### src/rtl/seg7_pkg.sv
// Shared types and glyph constants for the 7-segment scan driver.
// Segment order is a..g in bits 0..6, decimal point in bit 7.
package seg7_pkg;

    typedef enum logic [1:0] {
        IDLE  = 2'd0,
        BLANK = 2'd1,
        DRIVE = 2'd2
    } state_e;

    localparam int SEG_A_BIT  = 0;
    localparam int SEG_B_BIT  = 1;
    localparam int SEG_C_BIT  = 2;
    localparam int SEG_D_BIT  = 3;
    localparam int SEG_E_BIT  = 4;
    localparam int SEG_F_BIT  = 5;
    localparam int SEG_G_BIT  = 6;
    localparam int SEG_DP_BIT = 7;

    localparam logic [7:0] SEG_OFF = 8'h00;
    localparam logic [7:0] SEG_0   = 8'h3F;
    localparam logic [7:0] SEG_1   = 8'h06;
    localparam logic [7:0] SEG_2   = 8'h5B;
    localparam logic [7:0] SEG_3   = 8'h4F;
    localparam logic [7:0] SEG_4   = 8'h66;
    localparam logic [7:0] SEG_5   = 8'h6D;
    localparam logic [7:0] SEG_6   = 8'h7D;
    localparam logic [7:0] SEG_7   = 8'h07;
    localparam logic [7:0] SEG_8   = 8'h7F;
    localparam logic [7:0] SEG_9   = 8'h6F;
    localparam logic [7:0] SEG_A   = 8'h77;
    localparam logic [7:0] SEG_B   = 8'h7C;
    localparam logic [7:0] SEG_C   = 8'h39;
    localparam logic [7:0] SEG_D   = 8'h5E;
    localparam logic [7:0] SEG_E   = 8'h79;
    localparam logic [7:0] SEG_F   = 8'h71;

    // Glyph constants carry a cleared dp bit; strip it to get the a..g field.
    function automatic logic [6:0] glyph_bits(input logic [7:0] glyph);
        return glyph[SEG_G_BIT:SEG_A_BIT];
    endfunction

endpackage

### src/rtl/seg7_scan_driver_if.sv
// Display port between the processor core (master) and the scan driver (slave).
interface seg7_scan_driver_if #(
    parameter int DIGITS = 4
);
    logic                  en;
    logic [4*DIGITS-1:0]   value;
    logic [DIGITS-1:0]     dp;
    logic [7:0]            seg;
    logic [DIGITS-1:0]     gate;
    logic                  frame_done;

    modport master (
        output en, value, dp,
        input  seg, gate, frame_done
    );

    modport slave (
        input  en, value, dp,
        output seg, gate, frame_done
    );
endinterface

### src/rtl/seg7_hex_decoder.sv
// Combinational hex nibble to a..g segment pattern (active-high).
module seg7_hex_decoder
    import seg7_pkg::*;
(
    input  logic [3:0] nibble_i,
    output logic [6:0] seg_o
);

    always_comb begin
        case (nibble_i)
            4'h0:    seg_o = glyph_bits(SEG_0);
            4'h1:    seg_o = glyph_bits(SEG_1);
            4'h2:    seg_o = glyph_bits(SEG_2);
            4'h3:    seg_o = glyph_bits(SEG_3);
            4'h4:    seg_o = glyph_bits(SEG_4);
            4'h5:    seg_o = glyph_bits(SEG_5);
            4'h6:    seg_o = glyph_bits(SEG_6);
            4'h7:    seg_o = glyph_bits(SEG_7);
            4'h8:    seg_o = glyph_bits(SEG_8);
            4'h9:    seg_o = glyph_bits(SEG_9);
            4'hA:    seg_o = glyph_bits(SEG_A);
            4'hB:    seg_o = glyph_bits(SEG_B);
            4'hC:    seg_o = glyph_bits(SEG_C);
            4'hD:    seg_o = glyph_bits(SEG_D);
            4'hE:    seg_o = glyph_bits(SEG_E);
            default: seg_o = glyph_bits(SEG_F);
        endcase
    end

endmodule

### src/rtl/seg7_scan_driver.sv
// Multiplexed 7-segment scanner with per-slot blanking and frame-coherent snapshots.
// Optional build macro LEADING_ZERO_BLANK_EN suppresses leading-zero digits.
module seg7_scan_driver #(
    parameter int DIGITS       = 4,
    parameter int PRESCALE     = 1024,
    parameter int BLANK_CYCLES = 16
) (
    input  logic              clk,
    input  logic              rst,
    seg7_scan_driver_if.slave bus
);
    import seg7_pkg::*;

    localparam int CW = (PRESCALE > 1) ? $clog2(PRESCALE) : 1;
    localparam int IW = (DIGITS > 1) ? $clog2(DIGITS) : 1;

    localparam logic [CW-1:0] CNT_LAST   = CW'(PRESCALE - 1);
    localparam logic [CW-1:0] BLANK_LAST = CW'(BLANK_CYCLES - 1);
    localparam logic [IW-1:0] IDX_LAST   = IW'(DIGITS - 1);

    state_e                state_q, state_d;
    logic [CW-1:0]         cnt_q, cnt_d;
    logic [IW-1:0]         idx_q, idx_d;
    logic [4*DIGITS-1:0]   val_q, val_d;
    logic [DIGITS-1:0]     dpsh_q, dpsh_d;
    logic [7:0]            seg_q, seg_d;
    logic [DIGITS-1:0]     gate_q, gate_d;
    logic                  fd_q, fd_d;

    logic [6:0]            glyph [DIGITS];
    logic                  blank_digit;

    genvar gi;
    generate
        for (gi = 0; gi < DIGITS; gi++) begin : gen_dec
            seg7_hex_decoder u_dec (
                .nibble_i (val_q[4*gi +: 4]),
                .seg_o    (glyph[gi])
            );
        end
    endgenerate

`ifdef LEADING_ZERO_BLANK_EN
    // lz_zero[i]: nibble i and all more-significant nibbles are zero.
    logic [DIGITS-1:0] lz_zero;
    generate
        for (gi = 0; gi < DIGITS; gi++) begin : gen_lz
            assign lz_zero[gi] = (val_q[4*DIGITS-1:4*gi] == '0);
        end
    endgenerate
    assign blank_digit = lz_zero[idx_d] && (idx_d != '0);
`else
    assign blank_digit = 1'b0;
`endif

    always_ff @(posedge clk) begin
        if (rst) begin
            state_q <= IDLE;
        end else begin
            state_q <= state_d;
        end
    end

    always_comb begin
        state_d = state_q;
        if (!bus.en) begin
            state_d = IDLE;
        end else begin
            case (state_q)
                IDLE:    state_d = BLANK;
                BLANK:   if (cnt_q == BLANK_LAST) state_d = DRIVE;
                DRIVE:   if (cnt_q == CNT_LAST)   state_d = BLANK;
                default: state_d = IDLE;
            endcase
        end
    end

    // Slot counter spans the whole slot (blank + drive); shadows reload only at frame start.
    always_comb begin
        cnt_d  = cnt_q;
        idx_d  = idx_q;
        val_d  = val_q;
        dpsh_d = dpsh_q;
        if (!bus.en) begin
            cnt_d = '0;
            idx_d = '0;
        end else begin
            case (state_q)
                IDLE: begin
                    cnt_d  = '0;
                    idx_d  = '0;
                    val_d  = bus.value;
                    dpsh_d = bus.dp;
                end
                BLANK: cnt_d = cnt_q + CW'(1);
                DRIVE: begin
                    if (cnt_q == CNT_LAST) begin
                        cnt_d = '0;
                        if (idx_q == IDX_LAST) begin
                            idx_d  = '0;
                            val_d  = bus.value;
                            dpsh_d = bus.dp;
                        end else begin
                            idx_d = idx_q + IW'(1);
                        end
                    end else begin
                        cnt_d = cnt_q + CW'(1);
                    end
                end
                default: begin
                    cnt_d = '0;
                    idx_d = '0;
                end
            endcase
        end
    end

    // Outputs derive from next-state values so they register on the transition edge itself.
    always_comb begin
        seg_d  = SEG_OFF;
        gate_d = '0;
        fd_d   = 1'b0;
        if (state_d == DRIVE) begin
            gate_d = DIGITS'(1) << idx_d;
            seg_d[SEG_DP_BIT] = dpsh_q[idx_d];
            seg_d[SEG_G_BIT:SEG_A_BIT] = blank_digit ? 7'h00 : glyph[idx_d];
            fd_d = (idx_d == IDX_LAST) && (cnt_d == CNT_LAST);
        end
    end

    always_ff @(posedge clk) begin
        if (rst) begin
            cnt_q  <= '0;
            idx_q  <= '0;
            val_q  <= '0;
            dpsh_q <= '0;
            seg_q  <= SEG_OFF;
            gate_q <= '0;
            fd_q   <= 1'b0;
        end else begin
            cnt_q  <= cnt_d;
            idx_q  <= idx_d;
            val_q  <= val_d;
            dpsh_q <= dpsh_d;
            seg_q  <= seg_d;
            gate_q <= gate_d;
            fd_q   <= fd_d;
        end
    end

    assign bus.seg        = seg_q;
    assign bus.gate       = gate_q;
    assign bus.frame_done = fd_q;

endmodule

### src/flat_wrapper.sv
// flat-port wrapper written by rule: the top's interface ports become plain ports
module seg7_scan_driver_flat import seg7_pkg::*;
#(
    parameter int DIGITS       = 4,
    parameter int PRESCALE     = 1024,
    parameter int BLANK_CYCLES = 16
)
  (clk, rst, bus_en, bus_value, bus_dp, bus_seg, bus_gate, bus_frame_done);
  seg7_scan_driver_if #(.DIGITS(DIGITS)) bus_i ();
  input  logic clk;
  input  logic rst;
  input wire logic [$bits(bus_i.en)-1:0] bus_en;
  input wire logic [$bits(bus_i.value)-1:0] bus_value;
  input wire logic [$bits(bus_i.dp)-1:0] bus_dp;
  output wire logic [$bits(bus_i.seg)-1:0] bus_seg;
  output wire logic [$bits(bus_i.gate)-1:0] bus_gate;
  output wire logic [$bits(bus_i.frame_done)-1:0] bus_frame_done;
  assign bus_i.en = bus_en;
  assign bus_i.value = bus_value;
  assign bus_i.dp = bus_dp;
  assign bus_seg = bus_i.seg;
  assign bus_gate = bus_i.gate;
  assign bus_frame_done = bus_i.frame_done;
  seg7_scan_driver #(.DIGITS(DIGITS), .PRESCALE(PRESCALE), .BLANK_CYCLES(BLANK_CYCLES)) u_core (.clk(clk), .rst(rst), .bus(bus_i));
endmodule
### config.mk
export PLATFORM = sky130hd
export DESIGN_NAME = seg7_scan_driver_flat
export DESIGN_NICKNAME = d
export VERILOG_FILES = /design/src/rtl/seg7_pkg.sv /design/src/rtl/seg7_scan_driver_if.sv /design/src/rtl/seg7_hex_decoder.sv /design/src/rtl/seg7_scan_driver.sv /design/src/flat_wrapper.sv
export SDC_FILE = /design/constraint.sdc
export NUM_CORES = 1
export LEC_CHECK = 0
export ABC_AREA = 1
export CAP_MARGIN = 10
export CORE_MARGIN = 8
export CORE_UTILIZATION = 56
export DETAILED_ROUTE_END_ITERATION = 10
export PLACE_DENSITY = 0.79
export RECOVER_POWER = 25
export SYNTH_ARGS = -nofsm -noshare
export SYNTH_HDL_FRONTEND = slang
export SYNTH_HIERARCHICAL = 1
export SYNTH_SLANG_ARGS = --single-unit
### constraint.sdc
create_clock -name clk -period 2.25 [get_ports clk]
set_input_delay 0.225 -clock clk [delete_from_list [all_inputs] [get_ports clk]]
set_output_delay 0.225 -clock clk [all_outputs]
set_load 0.01 [all_outputs]
# Word level (Yosys, flattened, before mapping)
# Memories as Yosys holds them, arrays and structs flattened. A register that Yosys moved wholly into a read port is not among the register bits.
# Cells that the tools add are included.
dict set report word_totals {
  reg_bits 47
  latchBits 0
  mem_bits_rw 0
  rom_bits 448
  input_bits 23
  output_inout_bits 13
  word_cells 64
  mem_count 4
}
# name depth width rd rd_ports_with_merged_regs wr line
set mem_list {}
lappend mem_list {{(name not given)} 16 7 1 1 0 seg7_hex_decoder.sv:10} ;# case (nibble_i)
lappend mem_list {{(name not given)} 16 7 1 1 0 seg7_hex_decoder.sv:10}
lappend mem_list {{(name not given)} 16 7 1 1 0 seg7_hex_decoder.sv:10}
lappend mem_list {{(name not given)} 16 7 1 1 0 seg7_hex_decoder.sv:10}
dict set report classes {
  n_addsub 2
  n_mul 0
  div 0
  order_cmp 2
  n_eq_ne 10
  shift 1
  muxes 30
  bitwise_logic 2
  reduce_logical 5
}
# operator count
set op_table {}
lappend op_table {{$mux W4} 10}
lappend op_table {{$mux W16} 2}
lappend op_table {{$pmux W16 S2} 1}
lappend op_table {{$eq A10 B10 Y1 const B} 2}
lappend op_table {{$mux W10} 2}
lappend op_table {{$pmux W10 S2} 1}
lappend op_table {{$bmux W7 S2} 1}
lappend op_table {{$mux W7} 2}
lappend op_table {{$mux W2} 6}
lappend op_table {{$add A10 B1 Y10 const B} 1}
lappend op_table {{$eq A10 B4 Y1 const B} 1}
lappend op_table {{$eq A2 B2 Y1 const B} 4}
lappend op_table {{$pmux W4 S2} 1}
lappend op_table {{$pmux W2 S3} 1}
lappend op_table {{$ne A2 B1 Y1 const B} 2}
lappend op_table {{$pmux W2 S2} 1}
lappend op_table {{$reduce_and A4 Y1} 1}
lappend op_table {{$shl A1 B2 Y4 const A} 1}
lappend op_table {{$ge A3 B3 Y1 const B} 1}
lappend op_table {{$lt A2 B3 Y1 const B} 1}
lappend op_table {{$not A2 Y3} 1}
lappend op_table {{$add A2 B1 Y2 const B} 1}
lappend op_table {{$bmux W1 S2} 1}
lappend op_table {{$eq A2 B1 Y1 const B} 1}
lappend op_table {{other kinds (6)} 6}

# Logic depth before layout (Yosys ltp)
# Gate-level depths: netlist of run 1.
dict set report depth {
  depth_word 9
  depth_mapped 12
  depth_no_buf 11
}

# By module
# Netlist of run 1, hierarchy kept.
# module n_inst cells_per_inst area_each_um2 seq_area_each_um2
set by_module_without_submodules {}
lappend by_module_without_submodules {seg7_scan_driver 1 332 2274.7 940.9}
lappend by_module_without_submodules {seg7_hex_decoder 4 54 285.3 0.0}

# Worst setup path after synthesis of run 1
# No wires, ideal clock.
dict set report synth_timing {
  path_type {register to register}
  start {register u_core.cnt_q[0]}
  end {register u_core.seg_q[2] (netlist: u_core/bus.seg[2])}
  t_arrival_ns 1.555
  t_required_ns 2.136
  setup_slack_ns 0.581
  stages_incl_launch_ff 12
  n_path_buf 1
  synth_period_minus_slack_ns 1.669
  path_cell_list {dfxtp_1 > ha_1 > nand2_2 > nor2_4 > nand3_4 > a21oi_4 > nand2_4 > buf_6 > nand2_1 > nand2_1 > nand3_1 > nand2_1}
}
dict set report synth_between {
  elab_chain_cells 8
  elab_cells_between_ends 16
  classes_between {eq/ne (3); mux (10); bitwise (2); reduce/logical (1)}
}
# item line
set synth_rtl {}
lappend synth_rtl {{from (decl)} seg7_scan_driver.sv:22} ;# logic [CW-1:0] cnt_q, cnt_d;
lappend synth_rtl {{from (signal assigned)} seg7_scan_driver.sv:141} ;# cnt_q <= cnt_d;
lappend synth_rtl {{$eq A10 B10 Y1} {seg7_scan_driver.sv:72, seg7_scan_driver.sv:97}}
lappend synth_rtl {{$mux W2} seg7_scan_driver.sv:97} ;# if (cnt_q == CNT_LAST) begin
lappend synth_rtl {{$pmux W2 S2} seg7_scan_driver.sv:88} ;# case (state_q)
lappend synth_rtl {{$mux W2} seg7_scan_driver.sv:84} ;# if (!bus.en) begin
lappend synth_rtl {{$not A2 Y3 (not written as such)} seg7_scan_driver.sv:126} ;# seg_d[SEG_G_BIT:SEG_A_BIT] = blank_digit ? 7'h00 : glyph[idx_d];
lappend synth_rtl {{$bmux W7 S2} seg7_scan_driver.sv:126}
lappend synth_rtl {{$mux W7 (not written as such) (2 in a row)} seg7_scan_driver.sv:126}
lappend synth_rtl {{to (signal assigned)} seg7_scan_driver.sv:145} ;# seg_q <= seg_d;
lappend synth_rtl {{to (decl)} seg7_scan_driver.sv:26} ;# logic [7:0] seg_q, seg_d;
# Parallel ways exist; a longest one is shown, timed or not. The select of a mux whose other input is x is not followed.
# A chain may end at the register's enable or synchronous reset.

# Final worst setup path of run 1
dict set report layout_timing {
  start {register u_core.cnt_q[0]}
  end {register u_core.seg_q[6] (netlist: u_core/bus.seg[6])}
}
# Same word-level chain as after synthesis.

==> flow_metrics.py, run 1 <==
metrics = {
    "synth": {
        "ys_ff_latch": 47,
        "ys_types": 27,
        "yosysMostFrequentCell": "nand2_1",
        "syn_nets": 605,
        "synth_area_per_cell_um2": 6.233,
        "synth_largest_area_cell": "dfxtp_1",
        "yosysSeqAreaShare_pct": 27.55,
        "syn_inst": 548,
        "synth_flop_cell": "dfxtp_1",
        "synth_area_leaders": "dfxtp_1, nand2_1, ha_1",
        "synth-async-reset-ratio_pct": 0,
        "synth_commonest_cells": "nand2_1, nor2_1, nand3_1, inv_1, dfxtp_1",
        "syn_area_um2": 3416,
        "synth_edf_count": 0,
        "synth_warnings": 6,
        "yosysTopAreaCellShare_pct": 27.55,
    },
    "placed_design": {
        "detailedPlacementHpwl_mm": 5.887,
        "place_congestion": 0.8617,
        "port_buffers": 35,
    },
    "hold_path": {
        "hp-start": "u_core/cnt_q[0]",
        "hold_depth": 1,
        "hold_class": "reg -> reg",
    },
    "floorplanning": {
        "die_w_um": 94.10,
        "fp.dieH_um": 94.10,
        "rows": 28,
        "boundaryPins": 36,
        "coreArea_um2": 5921,
        "die_area_um2": 8855,
        "floorplan.initialDensity_pct": 57.69,
    },
    "sta": {
        "hold_viol": 0,
        "fin_crit_sh_pct": 85.85,
        "skew_ns": 0.007792,
        "fin_setup_tns_ns": 0,
        "fmax_ghz": 0.5177,
        "rsz0062_at_grt": "false",
        "final.min_clock_period_ns": 1.932,
        "worst_pin_slew_ns": 0.4804,
        "drv_slew": 0,
        "relSlewSlack_pct": 67.94,
        "finalSetupViolCount": 0,
    },
    "cts": {
        "insertion_delay_ns": 0.30,
        "clk_pin_slew_worst_paths_ns": 0.10,
        "cts-resized-gates": 0,
        "ctsRootBufferMaster": "clkbuf_8",
        "htree_levels": 2,
        "holdBufCountCts": 0,
        "clock_path_buffers": 2,
        "cts.sinks": 47,
        "cts_tree": "built",
        "cts_buffers": 5,
        "post_cts_buffers": 0,
    },
    "job": {
        "cap_violations": 0,
    },
    "power_and_ir_drop": {
        "ir_drop_mv": 0.2886,
        "power_leakage_nw": 1.944,
        "powerDensity_nw_per_um2": 502.8,
    },
    "global_routing": {
        "grt_overflow_total": 0,
        "grt_pass1_wl_mm": 12.77,
        "grt_max_degree": 21,
        "grt_pass1_vias": 2915,
        "antenna_found_initial": 0,
        "grt_util_all_layers_pct": 17.44,
    },
    "drt": {
        "avgRoutedWirePerCell_um": 11.42,
        "viasPerCell": 5.089,
        "ant_nets": 0,
        "drt-total-wl_mm": 7.436,
        "vias": 3313,
        "drc": 0,
        "drtIter0Drc": 206,
        "drtPass1Iterations": 5,
    },
    "cells_and_area": {
        "fin_nets": 632,
        "multi_input_area_um2": 2111,
        "drive_gt1_share_pct": 6.597,
        "antenna_cells": 0,
        "n_fill_cell": 546,
        "register_area_um2": 940.9,
        "synthToLayoutAreaGrowth_pct": 13.52,
        "fin_util_pct": 65.49,
    },
    "setup_path": {
        "critical_path.endpoint_type": "flip-flop",
        "path_max_fanout": 19,
        "crit_required_ns": 2.51,
        "start_kind": "flip-flop",
        "worstSetupStartpoint": "u_core/cnt_q[0]",
        "r2r.worst_path.cells": 11,
        "r2r-start": "u_core/cnt_q[0]",
        "r2r_setup_slack_ns": 0.32,
        "arrival_ns": 2.19,
        "critical_path_class": "reg -> reg",
    },
    "outcome": {
        "status": "completed",
    },
}
==> report_power, final <==
part | switching [W] | leakage, nW | total [W] | internal [W]
Sequential | 0.0000530 | 0.384 | 0.000914 | 0.000861
Combinational | 0.000230 | 1.50 | 0.000392 | 0.000162
Clock | 0.000307 | 0.0587 | 0.000644 | 0.000337
==> flip-flops by register name, indices dropped and copies added, names as in the netlist <==
register,count
u_core/state_q,2
u_core/bus.frame_done,1
u_core/dpsh_q,4
u_core/cnt_q,10
u_core/bus.seg,8
u_core/bus.gate,4
u_core/val_q,16
u_core/idx_q,2
==> logic make-up after synthesis <==
family / count (synthesis) / share of synthesized area [%]
adders and majority gates: 34 / 12.45
and+or+nand+nor: 350 / 43.37
DFF: 47 / 27.55
AOI/OAI and AO/OA: 35 / 5.458
buffers and inverters: 80 / 10.66
xor gates and xnor gates: 2 / 0.5129
==> final cells by class <==
| class | count | share of cell area [%] |
|---|---|---|
| sequential | 47 | 24.27 |
| clock buffer | 5 | 1.775 |
| clock inverter | 3 | 1.226 |
| inverter | 62 | 6.260 |
| timing repair buffer | 38 | 9.616 |
| multi-input combinational | 421 | 54.44 |
| tap | 75 | 2.420 |
==> worst max-delay path, cell delays in order, from the launching register on <==
cell and delay (ns):
dfxtp_1 0.39, ha_1 0.20, nand2_2 0.10, nor2_4 0.19, nand3_4 0.13, nand2_2 0.11
nand2_2 0.20, nand2_4 0.26, nand2_1 0.08, nand2_1 0.08, nand3_1 0.06, nand2_1 0.08
==> metal layers <==
layer / GRT usage, % / vias to the layer above / part of all wire [%]
li1: - / 1748 / -
met1: 21.70 / 1466 / 46
met2: 29.29 / 93 / 47
met3: 3.677 / 6 / 6.3
met4: 5.284 / 0 / 1.2
met5: 0 / - / 0
==> metrics by stage <==
stage / instance area [µm²] / hold slack [ns] / worst slack (ns) / total power (W) / cells
2_1_floorplan: 3416 / 0.2974 / 0.5808 / 0.001220 / 548
3_3_place_gp: 3761 / 0.4544 / 0.3844 / 0.001313 / 643
3_5_place_dp: 3761 / 0.4603 / 0.3569 / 0.001322 / 643
4_1_cts: 3877 / 0.4825 / 0.3425 / 0.001966 / 651
5_1_grt: 3877 / 0.5304 / 0.1019 / 0.002067 / 651
6_report: 3877 / 0.4802 / 0.3184 / 0.001950 / 651
==> worst paths after layout <==
| kind | end |
|---|---|
| setup / recovery | u_core/bus.seg[6] |
| hold / removal | u_core/cnt_q[0] |
| setup reg to reg | u_core/bus.seg[6] |
| hold reg to reg | u_core/cnt_q[0] |
==> cells in the final DEF, fill, tap and decap left out, types with 5 or more instances in the layout <==
cell type / n
clkdlybuf4s50_1: 22
dfxtp_1: 47
o21ai_0: 28
nand2_2: 8
nand2_1: 198
ha_1: 34
clkbuf_8: 5
nor2_1: 68
dlygate4sd3_1: 13
nand3_1: 59
inv_1: 52
inv_2: 6
Note: power is estimated with default switching activity, not from simulation.
==> inputs of run 2 (changes only) <==
Settings changed: CORE_ASPECT_RATIO from default to 1.5.
==> flow_metrics.py, run 2 (same netlist as run 1, synthesis figures left out) <==
metrics = {
    "setup_path": {
        "crit_required_ns": 2.49,
        "critical_path.endpoint_type": "flip-flop",
        "arrival_ns": 2.22,
        "critical_path_class": "reg -> reg",
        "r2r.worst_path.cells": 10,
        "start_kind": "flip-flop",
        "path_max_fanout": 19,
    },
    "floorplanning": {
        "die_area_um2": 8906,
        "fp.dieH_um": 111.7,
        "coreArea_um2": 6043,
        "boundaryPins": 36,
        "rows": 35,
        "floorplan.initialDensity_pct": 56.52,
        "die_w_um": 79.77,
    },
    "hold_path": {
        "hold_class": "reg -> reg",
        "hold_depth": 1,
    },
    "power_and_ir_drop": {
        "p_int_w": 0.001277,
        "swShare_pct": 31.30,
        "powerDensity_nw_per_um2": 479.9,
        "power_frac_seq_pct": 49.1,
        "power_leakage_nw": 1.943,
        "ir_drop_mv": 0.4647,
        "combPwrFrac_pct": 21.4,
        "p_clk_share_pct": 29.4,
        "p_switching_w": 0.0005819,
    },
    "placed_design": {
        "place_ws_ns": 0.2373,
        "detailedPlacementHpwl_mm": 6.519,
        "port_buffers": 35,
        "place_congestion": 0.9084,
    },
    "cts": {
        "cts_buffers": 5,
        "post_cts_buffers": 0,
        "ctsRootBufferMaster": "clkbuf_8",
        "clk_pin_slew_worst_paths_ns": 0.09,
        "holdBufCountCts": 0,
        "insertion_delay_ns": 0.30,
        "cts.sinks": 47,
        "clock_path_buffers": 2,
        "htree_levels": 2,
        "cts_tree": "built",
        "cts-resized-gates": 0,
    },
    "global_routing": {
        "grt_overflow_total": 0,
        "antenna_found_initial": 0,
        "grt_use_met1_pct": 19.14,
        "grt_busiest_layer": "met2",
        "grtUsageMet3_pct": 2.742,
        "grt_pass1_vias": 3204,
        "grt_util_all_layers_pct": 18.91,
        "grt_pass1_wl_mm": 13.86,
        "use_met2_pct": 36.14,
        "grt_max_degree": 21,
    },
    "job": {
        "cap_violations": 0,
    },
    "sta": {
        "hold_viol": 0,
        "fmax_ghz": 0.5065,
        "final.min_clock_period_ns": 1.974,
        "worst_pin_slew_ns": 0.4966,
        "skew_ns": 0.005436,
        "fin_setup_tns_ns": 0,
        "finalSetupViolCount": 0,
        "setup_slack_ns": 0.2758,
        "drv_slew": 0,
        "rsz0062_at_grt": "false",
        "fin_crit_sh_pct": 87.74,
        "relSlewSlack_pct": 66.86,
    },
    "cells_and_area": {
        "layout_common_cells": "nand2_1, nor2_1, nand3_1",
        "final_common_cell": "nand2_1",
        "n_fill_cell": 576,
        "largest_reg_flops": 16,
        "register_area_um2": 940.9,
        "multi_input_area_um2": 2111,
        "fin_nets": 634,
        "synthToLayoutAreaGrowth_pct": 13.41,
        "antenna_cells": 0,
        "drive_gt1_share_pct": 6.920,
        "max_flop_register": "u_core/val_q",
    },
    "drt": {
        "vias": 3349,
        "drtPass1Iterations": 4,
        "drt-total-wl_mm": 8.141,
        "ant_nets": 0,
        "avgRoutedWirePerCell_um": 12.49,
        "drc": 0,
        "viasPerCell": 5.137,
        "drtIter0Drc": 245,
    },
    "outcome": {
        "status": "completed",
    },
}
## run 2: cell types whose count changed in the layout (fill, tap and decap cells not counted), sizes merged
cell      before  now
buf            3    5
bufinv         1    0
clkbuf         5    6
clkinvlp       0    1
inv           63   62
## run 2: metal layers
| layer | wire length [µm] | vias to the layer above |
|---|---|---|
| met5 | 0 | - |
| met4 | 235 | 0 |
| met3 | 239 | 14 |
| met2 | 4481 | 65 |
| met1 | 3185 | 1518 |
| li1 | - | 1752 |
## run 2: stage by stage
step                utilization, %  instance area, µm²  cells  power (W)  hold slack (ns)
floorplan                        -                3416    548   0.001220           0.2974
global placement             62.46                3775    644   0.001321           0.4483
detailed placement           62.46                3775    644   0.001328           0.4863
CTS                          64.10                3874    652   0.001875           0.5079
global route                 64.10                3874    652   0.001983           0.5464
finish                       64.10                3874    652   0.001859           0.4992
## run 2: power groups by stage
stage	clock network (W)	logic (W)	registers [W]
2_1_floorplan	0	0.000318	0.000902
3_5_place_dp	0	0.000395	0.000933
4_1_cts	0.000564	0.000397	0.000913
6_report	0.000547	0.000398	0.000914
3_3_place_gp	0	0.000389	0.000932
5_1_grt	0.000599	0.000463	0.000921
## run 2: critical path, cell delays in order, from the launching register on
cell and delay, ns:
dfxtp_1 0.35, ha_1 0.22, nand2_2 0.11, nor2_4 0.06, nand3_4 0.10, nand2_2 0.09
nand2_1 0.16, nand3_2 0.13, nor2_4 0.38, nand3_1 0.19, nor2_1 0.11
## run 2: area by class of cell
type / count / share of cell area [%]
multi-input cells: 421 / 54.49
flip-flops and latches: 47 / 24.29
repair buffers: 40 / 10.01
inverters: 62 / 6.266
well taps: 74 / 2.390
clock buffers: 6 / 2.132
clock inverters: 2 / 0.4199
## run 2: worst paths after layout
kind	from	end	slack (ns)
worst max-delay path	u_core/cnt_q[0]	u_core/bus.frame_done	0.28
worst min-delay path	u_core/cnt_q[0]	u_core/cnt_q[0]	0.50
worst min register to register	u_core/cnt_q[0]	u_core/cnt_q[0]	0.50
worst max register to register	u_core/cnt_q[0]	u_core/bus.frame_done	0.28
